<file path="src/rtl/uart_pkg.sv">
// rtl/uart_pkg.sv - shared types and helpers for the UART receive/transmit blocks
//
// Contents:
//   rx_state_e   receiver frame state
//   TICK_DIV_MIN smallest legal oversample tick divider
//   tick_div()   clocks per oversample tick, integer-truncated
//   maj3()       2-of-3 majority vote
package uart_pkg;

    typedef enum logic [2:0] {
        IDLE   = 3'd0,
        START  = 3'd1,
        DATA   = 3'd2,
        PARITY = 3'd3,
        STOP   = 3'd4
    } rx_state_e;

    localparam int TICK_DIV_MIN = 2;

    function automatic int tick_div(input int clkf, input int baud, input int osr);
        return clkf / (baud * osr);
    endfunction

    function automatic logic maj3(input logic a, input logic b, input logic c);
        return (a & b) | (a & c) | (b & c);
    endfunction

endpackage

</file>
<file path="src/rtl/uart_baud_tick.sv">
// rtl/uart_baud_tick.sv - oversample tick divider with synchronous restart
//
// Ports:
//   clk, rstn  clock, synchronous active-low reset
//   restart    forces the divider back to count 0 (no tick on that cycle)
//   tick       one-cycle pulse every DIV clocks
module uart_baud_tick
    import uart_pkg::*;
#(
    parameter int DIV = 10
) (
    input  logic clk,
    input  logic rstn,
    input  logic restart,
    output logic tick
);

    localparam int CW = (DIV > 1) ? $clog2(DIV) : 1;
    localparam logic [CW-1:0] CNT_LAST = CW'(DIV - 1);

    if (DIV < TICK_DIV_MIN) begin : g_div_check
        $error("uart_baud_tick: divider %0d is below minimum %0d", DIV, TICK_DIV_MIN);
    end

    logic [CW-1:0] cnt;

    always_ff @(posedge clk) begin
        if (!rstn) begin
            cnt <= '0;
        end else if (restart || cnt == CNT_LAST) begin
            cnt <= '0;
        end else begin
            cnt <= cnt + 1'b1;
        end
    end

    assign tick = (cnt == CNT_LAST) && !restart;

endmodule

</file>
<file path="src/rtl/uart_rx_os.sv">
// rtl/uart_rx_os.sv - oversampling UART receiver with 3-sample majority vote
//
// Optional feature macro: UART_RX_PARITY_EN (adds a parity bit after the data bits).
//
// Ports:
//   clk, rstn   clock, synchronous active-low reset
//   i_rxs       asynchronous serial line, idles high
//   o_rvalid    holding register contains a word
//   i_rready    consumer accepts the word when o_rvalid && i_rready
//   o_rdata     received word, bit 0 first on the line
//   o_ferr      framing error of the held word
//   o_perr      parity error of the held word (0 without parity)
//   o_overrun   one-cycle pulse when a completed frame is dropped
module uart_rx_os
    import uart_pkg::*;
#(
    parameter int CLKF       = 100000000,
    parameter int BAUD       = 115200,
    parameter int OSR        = 16,
    parameter int DLEN       = 8,
    parameter int STOP_BITS  = 1,
    parameter int PARITY_ODD = 0
) (
    input  logic            clk,
    input  logic            rstn,
    input  logic            i_rxs,
    output logic            o_rvalid,
    input  logic            i_rready,
    output logic [DLEN-1:0] o_rdata,
    output logic            o_ferr,
    output logic            o_perr,
    output logic            o_overrun
);

    localparam int TICK_DIV = tick_div(CLKF, BAUD, OSR);
    localparam int SCT_W    = $clog2(OSR);
    localparam int BIT_W    = $clog2(DLEN);

    localparam logic [SCT_W-1:0] SCT_S0   = SCT_W'(OSR / 2 - 1);
    localparam logic [SCT_W-1:0] SCT_S1   = SCT_W'(OSR / 2);
    localparam logic [SCT_W-1:0] SCT_VOTE = SCT_W'(OSR / 2 + 1);
    localparam logic [SCT_W-1:0] SCT_LAST = SCT_W'(OSR - 1);
    localparam logic [BIT_W-1:0] BIT_LAST = BIT_W'(DLEN - 1);
    localparam logic             STOP_LAST = 1'(STOP_BITS - 1);

    if (OSR != 8 && OSR != 16) begin : g_osr_check
        $error("uart_rx_os: OSR must be 8 or 16");
    end
    if (DLEN < 5 || DLEN > 9) begin : g_dlen_check
        $error("uart_rx_os: DLEN must be 5..9");
    end
    if (STOP_BITS != 1 && STOP_BITS != 2) begin : g_stop_check
        $error("uart_rx_os: STOP_BITS must be 1 or 2");
    end

    logic             sync0;
    logic             rxs_s;
    logic             rxs_q;
    rx_state_e        state;
    logic [SCT_W-1:0] sct;
    logic [BIT_W-1:0] bit_idx;
    logic             stop_idx;
    logic             smp_a;
    logic             smp_b;
    logic [DLEN-1:0]  shreg;
    logic             ferr_acc;
    logic             tick;
    logic             fall;
    logic             restart;
    logic             vote;
    logic             vote_now;
    logic             wrap;

    assign fall     = rxs_q & ~rxs_s;
    assign restart  = (state == IDLE) && fall;
    // The third sample is the live line value on the deciding tick.
    assign vote     = maj3(smp_a, smp_b, rxs_s);
    assign vote_now = tick && (sct == SCT_VOTE);
    assign wrap     = tick && (sct == SCT_LAST);

    uart_baud_tick #(
        .DIV (TICK_DIV)
    ) u_tick (
        .clk     (clk),
        .rstn    (rstn),
        .restart (restart),
        .tick    (tick)
    );

`ifdef UART_RX_PARITY_EN
    logic par_bit;
    logic perr_q;
    assign o_perr = perr_q;
`else
    assign o_perr = 1'b0;
`endif

    always_ff @(posedge clk) begin
        if (!rstn) begin
            sync0     <= 1'b1;
            rxs_s     <= 1'b1;
            rxs_q     <= 1'b1;
            state     <= IDLE;
            sct       <= '0;
            bit_idx   <= '0;
            stop_idx  <= 1'b0;
            smp_a     <= 1'b1;
            smp_b     <= 1'b1;
            shreg     <= '0;
            ferr_acc  <= 1'b0;
            o_rvalid  <= 1'b0;
            o_rdata   <= '0;
            o_ferr    <= 1'b0;
            o_overrun <= 1'b0;
`ifdef UART_RX_PARITY_EN
            par_bit   <= 1'b0;
            perr_q    <= 1'b0;
`endif
        end else begin
            sync0     <= i_rxs;
            rxs_s     <= sync0;
            rxs_q     <= rxs_s;
            o_overrun <= 1'b0;

            // Handshake clear; a commit later in this block overrides it.
            if (o_rvalid && i_rready) begin
                o_rvalid <= 1'b0;
            end

            if (tick && state != IDLE) begin
                if (sct == SCT_S0) smp_a <= rxs_s;
                if (sct == SCT_S1) smp_b <= rxs_s;
                sct <= (sct == SCT_LAST) ? '0 : sct + 1'b1;
            end

            case (state)
                IDLE: begin
                    if (fall) begin
                        state    <= START;
                        sct      <= '0;
                        bit_idx  <= '0;
                        stop_idx <= 1'b0;
                        ferr_acc <= 1'b0;
                    end
                end
                START: begin
                    if (vote_now && vote) begin
                        state <= IDLE;
                    end else if (wrap) begin
                        state <= DATA;
                    end
                end
                DATA: begin
                    if (vote_now) begin
                        shreg <= {vote, shreg[DLEN-1:1]};
                    end
                    if (wrap) begin
                        if (bit_idx == BIT_LAST) begin
                            bit_idx <= '0;
`ifdef UART_RX_PARITY_EN
                            state   <= PARITY;
`else
                            state   <= STOP;
`endif
                        end else begin
                            bit_idx <= bit_idx + 1'b1;
                        end
                    end
                end
`ifdef UART_RX_PARITY_EN
                PARITY: begin
                    if (vote_now) begin
                        par_bit <= vote;
                    end
                    if (wrap) begin
                        state <= STOP;
                    end
                end
`endif
                STOP: begin
                    if (vote_now) begin
                        if (stop_idx == STOP_LAST) begin
                            // Leave early so the next start edge is seen half a bit sooner.
                            state <= IDLE;
                            if (o_rvalid && !i_rready) begin
                                o_overrun <= 1'b1;
                            end else begin
                                o_rvalid <= 1'b1;
                                o_rdata  <= shreg;
                                o_ferr   <= ferr_acc | ~vote;
`ifdef UART_RX_PARITY_EN
                                perr_q   <= par_bit ^ (^shreg) ^ 1'(PARITY_ODD);
`endif
                            end
                        end else begin
                            ferr_acc <= ferr_acc | ~vote;
                            stop_idx <= 1'b1;
                        end
                    end
                end
                default: state <= IDLE;
            endcase
        end
    end

endmodule

</file>
<file path="config.mk">
export PLATFORM = sky130hd
export DESIGN_NAME = uart_rx_os
export DESIGN_NICKNAME = d
export VERILOG_FILES = /design/src/rtl/uart_pkg.sv /design/src/rtl/uart_baud_tick.sv /design/src/rtl/uart_rx_os.sv
export SDC_FILE = /design/constraint.sdc
export NUM_CORES = 1
export LEC_CHECK = 0
export CAP_MARGIN = 15
export CORE_UTILIZATION = 60
export CTS_CLUSTER_SIZE = 16
export DETAILED_ROUTE_END_ITERATION = 12
export MAX_ROUTING_LAYER = met4
export PLACE_DENSITY = 0.86
export SLEW_MARGIN = 15
export SYNTH_ARGS = -nofsm -noshare
export SYNTH_HDL_FRONTEND = slang
export SYNTH_SLANG_ARGS = --single-unit
</file>
<file path="constraint.sdc">
create_clock -name clk -period 3.1 [get_ports clk]
set_input_delay 0.62 -clock clk [delete_from_list [all_inputs] [get_ports clk]]
set_output_delay 0.62 -clock clk [all_outputs]
set_load 0.02 [all_outputs]
</file>
# Word-level counts from Yosys, hierarchy flattened
# Cells that the tools add are included.
op_classes:
  muxes: 29
  n_eq_ne: 16
  n_bitwise: 14
  add_sub_neg: 3
  n_reduce_logical: 25
op_table:
  columns: ["op", "n"]
  rows:
  - ["two-way mux 3 bit", 10]
  - ["two-way mux 4 bit", 4]
  - ["equality test 4 bit, second input constant", 3]
  - ["!= test 2 bit, second input constant", 6]
  - ["one-hot mux 3 bit (4 select lines)", 1]
  - ["two-way mux 1 bit", 11]
  - ["logical AND 1 bit", 8]
  - ["AND reduction 4 bit", 2]
  - ["inverter 1 bit", 7]
  - ["adder 6 x 1 -> 6 bit, second input constant", 1]
  - ["equality test 3 bit, second input constant", 2]
  - ["equality test 6 bit, second input constant", 1]
  - ["one-hot mux 3 bit (2 select lines)", 1]
  - ["AND reduction 2 bit", 3]
  - ["AND reduction 3 bit", 2]
  - ["AND reduction 6 bit", 1]
  - ["adder 4 x 1 -> 4 bit, second input constant", 1]
  - ["bitwise AND 1 bit", 4]
  - ["equality test 4 x 3 -> 1 bit, second input constant", 1]
  - ["one-hot mux 1 bit (2 select lines)", 2]
  - ["nonzero test 2 bit", 2]
  - ["OR reduction 4 bit", 1]
  - ["adder 3 x 1 -> 3 bit, second input constant", 1]
  - ["equality test 3 x 1 -> 1 bit, second input constant", 1]
  - ["8 further kinds", 11]
word_totals:
  inputBits: 4
  elab_cells: 103
  register_bits: 42
  out_inout_bits: 12

# Logic depth before layout (Yosys ltp)
# Gate-level depths: netlist of the first run.
logic_depth:
  depth_word: 9
  ltp_mapped: 8
  mapped_depth_nobuf: 6

# Modules after synthesis
# A second synthesis of the first run with hierarchy kept.
hier_totals:
  hier_cells: 206
  area_unflattened_um2: 1833.0
by_module_without_submodules:
  columns: ["mod", "seq_area_each_um2", "area_each_um2", "instances", "cells_per_inst"]
  rows:
  - ["uart_rx_os", 700.7, 1571.5, 1, 178]
  - ["uart_baud_tick", 120.1, 261.5, 1, 28]

# Least setup slack after synthesis of the first run
# No wires, ideal clock.
synth_path:
  path_type: "register to register"
  from: "register u_tick.cnt[0]"
  to: "register o_ferr"
  period_less_slack_ns: 1.631
  n_path_buf: 2
  t_required_ns: 3.028
  path_stages_with_launch: 8
  arrival_time_ns: 1.560
  path_slack_ns: 1.469
  setup_ns: 0.072
  cell_sequence: "dfxtp_1 > ha_1 > and4b_1 > clkbuf_2 > nand3_1 > nor3_1 > buf_2 > mux2i_1"
synth_between:
  elab_chain_cells: 4
synth_rtl:
  columns: ["element", "line_no", "text"]
  rows:
  - ["start, declared", "uart_baud_tick.sv:25", "logic [CW-1:0] cnt;"]
  - ["start signal, assigned", "uart_baud_tick.sv:33", "cnt <= cnt + 1'b1;"]
  - ["equality test 6 bit", "uart_baud_tick.sv:37", "assign tick = (cnt == CNT_LAST) && !restart;"]
  - ["logical AND 1 bit", "uart_baud_tick.sv:37", null]
  - ["logical AND 1 bit", "uart_rx_os.sv:78", "assign vote_now = tick && (sct == SCT_VOTE);"]
  - ["AND reduction 4 bit (no source line)", null, null]
  - ["end signal, assigned", "uart_rx_os.sv:190", "o_ferr <= ferr_acc | ~vote;"]
  - ["end, declared", "uart_rx_os.sv:30", "output logic o_ferr,"]
# No other way between the ends.
# A chain may end at the register's enable or synchronous reset.

# Worst setup path in the final report of the first run
layout_path:
  from: "register u_tick.cnt[0]"
  to: "register o_rdata[4]"
layout_between:
  elab_chain_cells: 4
layout_rtl:
  columns: ["element", "line_no", "text"]
  rows:
  - ["equality test 6 bit", "uart_baud_tick.sv:37", null]
  - ["logical AND 1 bit", "uart_baud_tick.sv:37", null]
  - ["logical AND 1 bit", "uart_rx_os.sv:78", null]
  - ["AND reduction 4 bit (no source line)", null, null]
  - ["end signal, assigned", "uart_rx_os.sv:189", "o_rdata <= shreg;"]
  - ["end, declared", "uart_rx_os.sv:29", "output logic [DLEN-1:0] o_rdata,"]
# No other way between the ends.

==> results of run 1 <==
## metal layers
layer / global-route usage / wire [µm] / share of wire / vias up
met3: 0.04918 / 79 / 0.025 / 7
met1: 0.2677 / 1467 / 0.47 / 597
met4: 0.1393 / 76 / 0.024 / 0
met5: - / 0 / 0 / -
li1: - / - / - / 676
met2: 0.4028 / 1511 / 0.48 / 26
## layout make-up
type,count,area [µm²]
Clock buffer,5,37.54
Clock inverter,3,17.52
Fill cell,228,827.0
Inverter,5,18.77
Multi-Input combinational cell,133,818.3
Sequential cell,41,820.8
Tap cell,31,38.79
Timing Repair Buffer,16,155.1
## kinds of logic (layout without fill, tap and decap cells)
group,Yosys count,after routing,share of synthesized area
DFF,41,41,0.4792
other,1,1,0.002189
buffers and inverters,16,29,0.04309
adders and majority gates,8,8,0.05697
and+or+nand+nor,83,83,0.2454
xor gates and xnor gates,5,5,0.02557
AOI/OAI and AO/OA,26,26,0.08912
muxes,10,10,0.05844
## worst min path at each step
stage                 end  slack, ns  cells after the start
floorplan           rxs_s       0.39                      1
global placement    rxs_s       0.40                      1
detailed placement  rxs_s       0.39                      1
CTS                 rxs_s       0.43                      1
global route        rxs_s       0.45                      1
finish              rxs_s       0.43                      1
## sequential cells by signal, indices dropped and copies added, names as in the netlist, 3 cells and up
name,count
bit_idx,3
sct,4
shreg,8
u_tick.cnt,6
state,3
o_rdata,8
## metrics by stage
stage / utilization / hold slack [ns] / cells / total power [mW] / setup slack (ns)
global placement: 0.6773 / 0.3972 / 226 / 0.5768 / 1.116
CTS: 0.6975 / 0.4287 / 234 / 0.8345 / 1.008
global route: 0.6975 / 0.4471 / 234 / 0.8595 / 0.8561
finish: 0.6975 / 0.4298 / 234 / 0.8287 / 0.9866
detailed placement: 0.6773 / 0.3936 / 226 / 0.5789 / 1.037
floorplan: - / 0.3863 / 190 / 0.5721 / 1.469
## report_power, final
part	internal [mW]	switching [mW]	total, mW
sequential	0.532	0.00591	0.538
clock	0.0855	0.176	0.261
combinational	0.0111	0.0180	0.0290
total	0.629	0.200	0.829
## cells in the final DEF, fill, tap and decap left out, types with 5 or more instances in the layout
master / n
dfxtp_1: 41
nand2_1: 28
o21ai_0: 15
nor2_1: 14
clkdlybuf4s50_1: 14
nand3_1: 13
mux2i_1: 10
nand4_1: 7
ha_1: 7
inv_1: 5
clkbuf_4: 5
==> impl_metrics.tcl, run 1 <==
set metrics [dict create \
    placementRows 19 \
    finalMaxSlewViolations 0 \
    placed_cell_area_um2 1852 \
    cts-resized-gates 0 \
    vias 1306 \
    grtUsageTotal 0.2417 \
    grt_antenna_before_repair 0 \
    worst_pin_slew_ns 0.5319 \
    reg2reg_from "u_tick.cnt[0]" \
    grt_overflow 0 \
    slew_headroom 0.6444 \
    grt_pass1_vias 1280 \
    grt_max_degree 43 \
    cts_setup_buffers 0 \
    drc 0 \
    regToRegSetupSlack_ns 0.99 \
    holdBufCountCts 0 \
    start_kind "flop" \
    cp_slowest_stage_delay_ns 0.47 \
    die_y_um 55.43 \
    synth_seq_cells 41 \
    crit_end "o_rdata[4]" \
    hp-class "reg -> reg" \
    nets 213 \
    core_area_um2 2734 \
    power_density_nw_per_um2 434.6 \
    r2r_end "o_rdata[4]" \
    cts_tree "done" \
    layout-drive-gt1-share 0.06404 \
    cp.required_ns 3.40 \
    vias_per_cell 5.581 \
    min_period_ns 2.113 \
    path_cells "ha_1, and4b_1, nand3_1, nor3_1, buf_4, mux2i_1" \
    syn_nets 201 \
    synth.distinct_cells 41 \
    die_area_um2 3072 \
    critPathBufInv 1 \
    fin_crit_sh 0.6818 \
    cp.depth 6 \
    yosysTopAreaCell "dfxtp_1" \
    synthArstFlopShare 0 \
    synth_edf_count 0 \
    initial_core_util 0.6265 \
    finClkSkew_ns 0.01205 \
    areaGrowthSynthToFinish_pct 11.32 \
    dp_hpwl_mm 2.243 \
    synth_area_leaders "dfxtp_1 48%, nand2_1 6.1%, mux2i_1 5.8%" \
    grt_pass1_wl_mm 5.623 \
    cellLeakagePower_nw 0.7090 \
    path_max_fanout 7 \
    fmax_mhz 473.2 \
    num_antenna_cells 0 \
    maxCapViolCount 0 \
    outcome "finished, final reports clean" \
    synth_top_area_share 0.4792 \
    yosysSeqAreaShare 0.4792 \
    yosys_warnings 0 \
    htree_levels 2 \
    io_pins 16 \
    rsz0062_at_grt "false" \
    fin_area_um2 1907 \
    critPathTopFamily "simple AND/OR/NAND/NOR gates" \
    yosys-top-cells-count "41 x dfxtp_1, 28 x nand2_1, 15 x o21ai_0" \
    clk_path_buf_depth 2 \
    io_buffers 14 \
    cts.reportedPaths.clkPinSlew_ns 0.12 \
    r2r.worst_path.cells 6 \
    synth_most_common_cell "dfxtp_1" \
    crit_arrival_ns 2.41 \
    worstSkewPairLatency_ns 0.36 \
    hold_viol_final 0 \
    cpMaxStageDelayCell "nor3_1" \
    syn_avg_cell_area_um2 9.015 \
    critPathLaunch "u_tick.cnt[0]" \
    numCtsBuffers 5 \
    place_congestion 0.7864 \
    ir_drop_mv 0.3806 \
    syn-cell-area_um2 1713 \
    finalSetupViolations 0 \
    drtAntennaViolNets 0 \
    drtIter0Drc 54 \
    synth_ff_type "dfxtp_1" \
    syn_inst 190 \
    hp-start "sync0" \
    path_class "reg -> reg" \
    wl_mm 3.134 \
    tns_ns 0 \
    cts.sinks 41 \
    dr.pass1.iters 4 \
    worst_setup_path_end_kind "flop" \
    wl_per_cell_um 13.39 \
    die_x_um 55.43 \
    root_buffer "clkbuf_4" \
]
Power figures use the tool's default switching activity.
==> inputs of run 2 (changes only) <==
--- a/config.mk
+++ b/config.mk
@@ -6,11 +6,11 @@
 export NUM_CORES = 1
 export LEC_CHECK = 0
 export CAP_MARGIN = 15
-export CORE_UTILIZATION = 60
+export CORE_UTILIZATION = 50
 export CTS_CLUSTER_SIZE = 16
 export DETAILED_ROUTE_END_ITERATION = 12
 export MAX_ROUTING_LAYER = met4
-export PLACE_DENSITY = 0.86
+export PLACE_DENSITY = 0.77
 export SLEW_MARGIN = 15
 export SYNTH_ARGS = -nofsm -noshare
 export SYNTH_HDL_FRONTEND = slang
==> constraint.sdc (replaced) <==
create_clock -name clk -period 1.9 [get_ports clk]
set_input_delay 0.38 -clock clk [delete_from_list [all_inputs] [get_ports clk]]
set_output_delay 0.38 -clock clk [all_outputs]
set_load 0.02 [all_outputs]
==> run 2 against run 1 <==
Register-to-register slack got worse by 0.85 ns. Non-clock buffer count is 4 higher. Flip-flop and latch count is the same. Via count rose by 4.8%. Sequential share of layout area down 2.0 points. Cell count up 7.3%.
==> impl_metrics.tcl, run 2 (synthesis results as in run 1) <==
set metrics [dict create \
    drtAntennaViolNets 0 \
    layout-drive-gt1-share 0.08213 \
    power.share.clock 0.426 \
    die_x_um 60.53 \
    cp.required_ns 2.15 \
    cts-resized-gates 0 \
    seqCellArea_um2 820.8 \
    start_kind "flop" \
    drc 0 \
    crit_arrival_ns 2.01 \
    areaGrowthSynthToFinish_pct 16.80 \
    finalNonFillerCells 251 \
    cellLeakagePower_nw 0.7524 \
    multi_input_area_um2 818.3 \
    ir_drop_mv 0.6185 \
    initial_core_util 0.5433 \
    cts_tree "done" \
    fmax_mhz 566.8 \
    vias 1369 \
    die_y_um 60.53 \
    min_to "rxs_s" \
    cts.reportedPaths.clkPinSlew_ns 0.12 \
    worst_setup_path_end_kind "flop" \
    fillers 274 \
    place_congestion 0.7944 \
    p_comb_frac 0.031 \
    die_area_um2 3664 \
    maxCapViolCount 0 \
    swShare 0.1988 \
    numCtsBuffers 5 \
    r2r_end "u_tick.cnt[3]" \
    wl_per_cell_um 12.47 \
    final_cell_mix "41 x dfxtp_1, 28 x nand2_1, 15 x o21ai_0" \
    num_antenna_cells 0 \
    hp-class "reg -> reg" \
    cts.sinks 41 \
    path_max_fanout 9 \
    cts_setup_buffers 0 \
    holdBufCountCts 0 \
    vias_per_cell 5.454 \
    core_area_um2 3153 \
    hold_ws_ns 0.4261 \
    wl_mm 3.131 \
    power_density_nw_per_um2 808.7 \
    outcome "finished, final reports clean" \
    seq_power_share 0.543 \
    min_period_ns 1.764 \
    placed_cell_area_um2 1898 \
    largestRegisters "o_rdata: 8 flops, shreg: 8 flops, u_tick.cnt: 6 flops" \
    finClkSkew_ns 0.009722 \
    nets 217 \
    r2r.worst_path.cells 4 \
    finalSetupViolations 0 \
    hp-start "sync0" \
    io_pins 16 \
    worstSkewPairLatency_ns 0.36 \
    rsz0062_at_grt "false" \
    htree_levels 2 \
    grt_pass1_wl_mm 5.126 \
    fin_area_um2 2001 \
    grt_overflow 0 \
    hold_viol_final 0 \
    grtUsageTotal 0.1996 \
    drtIter0Drc 78 \
    io_buffers 14 \
    dr.pass1.iters 4 \
    finalMaxSlewViolations 0 \
    fin_crit_sh 0.9285 \
    placementRows 20 \
    min_path_cells 1 \
    path_class "reg -> reg" \
    tns_ns 0 \
    dp_hpwl_mm 2.331 \
    clk_path_buf_depth 2 \
    p_switching_mw 0.3217 \
    intPower_mw 1.296 \
    mostFrequentLayoutCell "dfxtp_1" \
    grt_antenna_before_repair 0 \
    reg2reg_from "state[2]" \
    dpl.cell_count 243 \
    root_buffer "clkbuf_4" \
    regToRegSetupSlack_ns 0.14 \
    grt_pass1_vias 1185 \
    grt_max_degree 17 \
]
-- run 2: cell types whose count changed in the layout (fill, tap and decap cells not counted) --
cell | before | now
clkinv_2 | 2 | 1
bufinv_16 | 0 | 2
clkinvlp_4 | 1 | 0
buf_4 | 2 | 6
-- run 2: worst max-delay path by stage --
| stage | startpoint | to | slack [ns] | depth (start not counted) |
|---|---|---|---|---|
| after CTS | state[2] | u_tick.cnt[3] | 0.15 | 4 |
| after detailed placement | state[2] | u_tick.cnt[3] | 0.18 | 4 |
| after global placement | state[2] | u_tick.cnt[3] | 0.22 | 4 |
| after global routing | u_tick.cnt[0] | o_rdata[4] | 0.06 | 6 |
| final | state[2] | u_tick.cnt[3] | 0.14 | 4 |
| after floorplan | u_tick.cnt[0] | o_ferr | 0.27 | 7 |
-- run 2: cell type report --
class / count / area share
clock inverter: 3 / 0.03252
tap: 44 / 0.02752
inverter: 5 / 0.009381
clock buffer: 5 / 0.01876
timing repair buffer: 20 / 0.09256
sequential: 41 / 0.4103
multi-input combinational: 133 / 0.4090
-- run 2: power groups by stage --
stage                     clock (mW)  combinational (mW)  sequential (mW)
final                          0.689              0.0504            0.878
after global routing           0.739              0.0561            0.880
after CTS                      0.695              0.0509            0.878
after detailed placement           0              0.0508            0.898
after global placement             0              0.0484            0.897
after floorplan                    0              0.0407            0.893
-- run 2: through the flow --
step | power [mW] | worst slack, ns | utilization
floorplan | 0.9334 | 0.2685 | -
global placement | 0.9450 | 0.2239 | 0.6020
detailed placement | 0.9484 | 0.1817 | 0.6020
CTS | 1.624 | 0.1481 | 0.6345
global route | 1.675 | 0.06173 | 0.6345
finish | 1.618 | 0.1358 | 0.6345
-- run 2: metal layers --
layer	up-vias	wire length [µm]	track usage
li1	688	-	-
met1	639	1342	0.2265
met2	31	1566	0.3171
met3	11	133	0.06397
met4	0	89	0.09740
met5	-	0	-
-- run 2: worst max-delay path: stages, from the launching register on --
cell	delay (ns)
dfxtp_1	0.37
or3_4	0.42
or3b_1	0.53
nand3_1	0.25
nor2_1	0.08
==> inputs of run 3 (changes only) <==
--- a/config.mk
+++ b/config.mk
@@ -11,6 +11,7 @@
 export DETAILED_ROUTE_END_ITERATION = 12
 export MAX_ROUTING_LAYER = met4
 export PLACE_DENSITY = 0.77
+export SKIP_CTS_REPAIR_TIMING = 1
 export SLEW_MARGIN = 15
 export SYNTH_ARGS = -nofsm -noshare
 export SYNTH_HDL_FRONTEND = slang
==> results of run 3 <==
The final DEF is identical to that of run 2; final timing and power are the same.
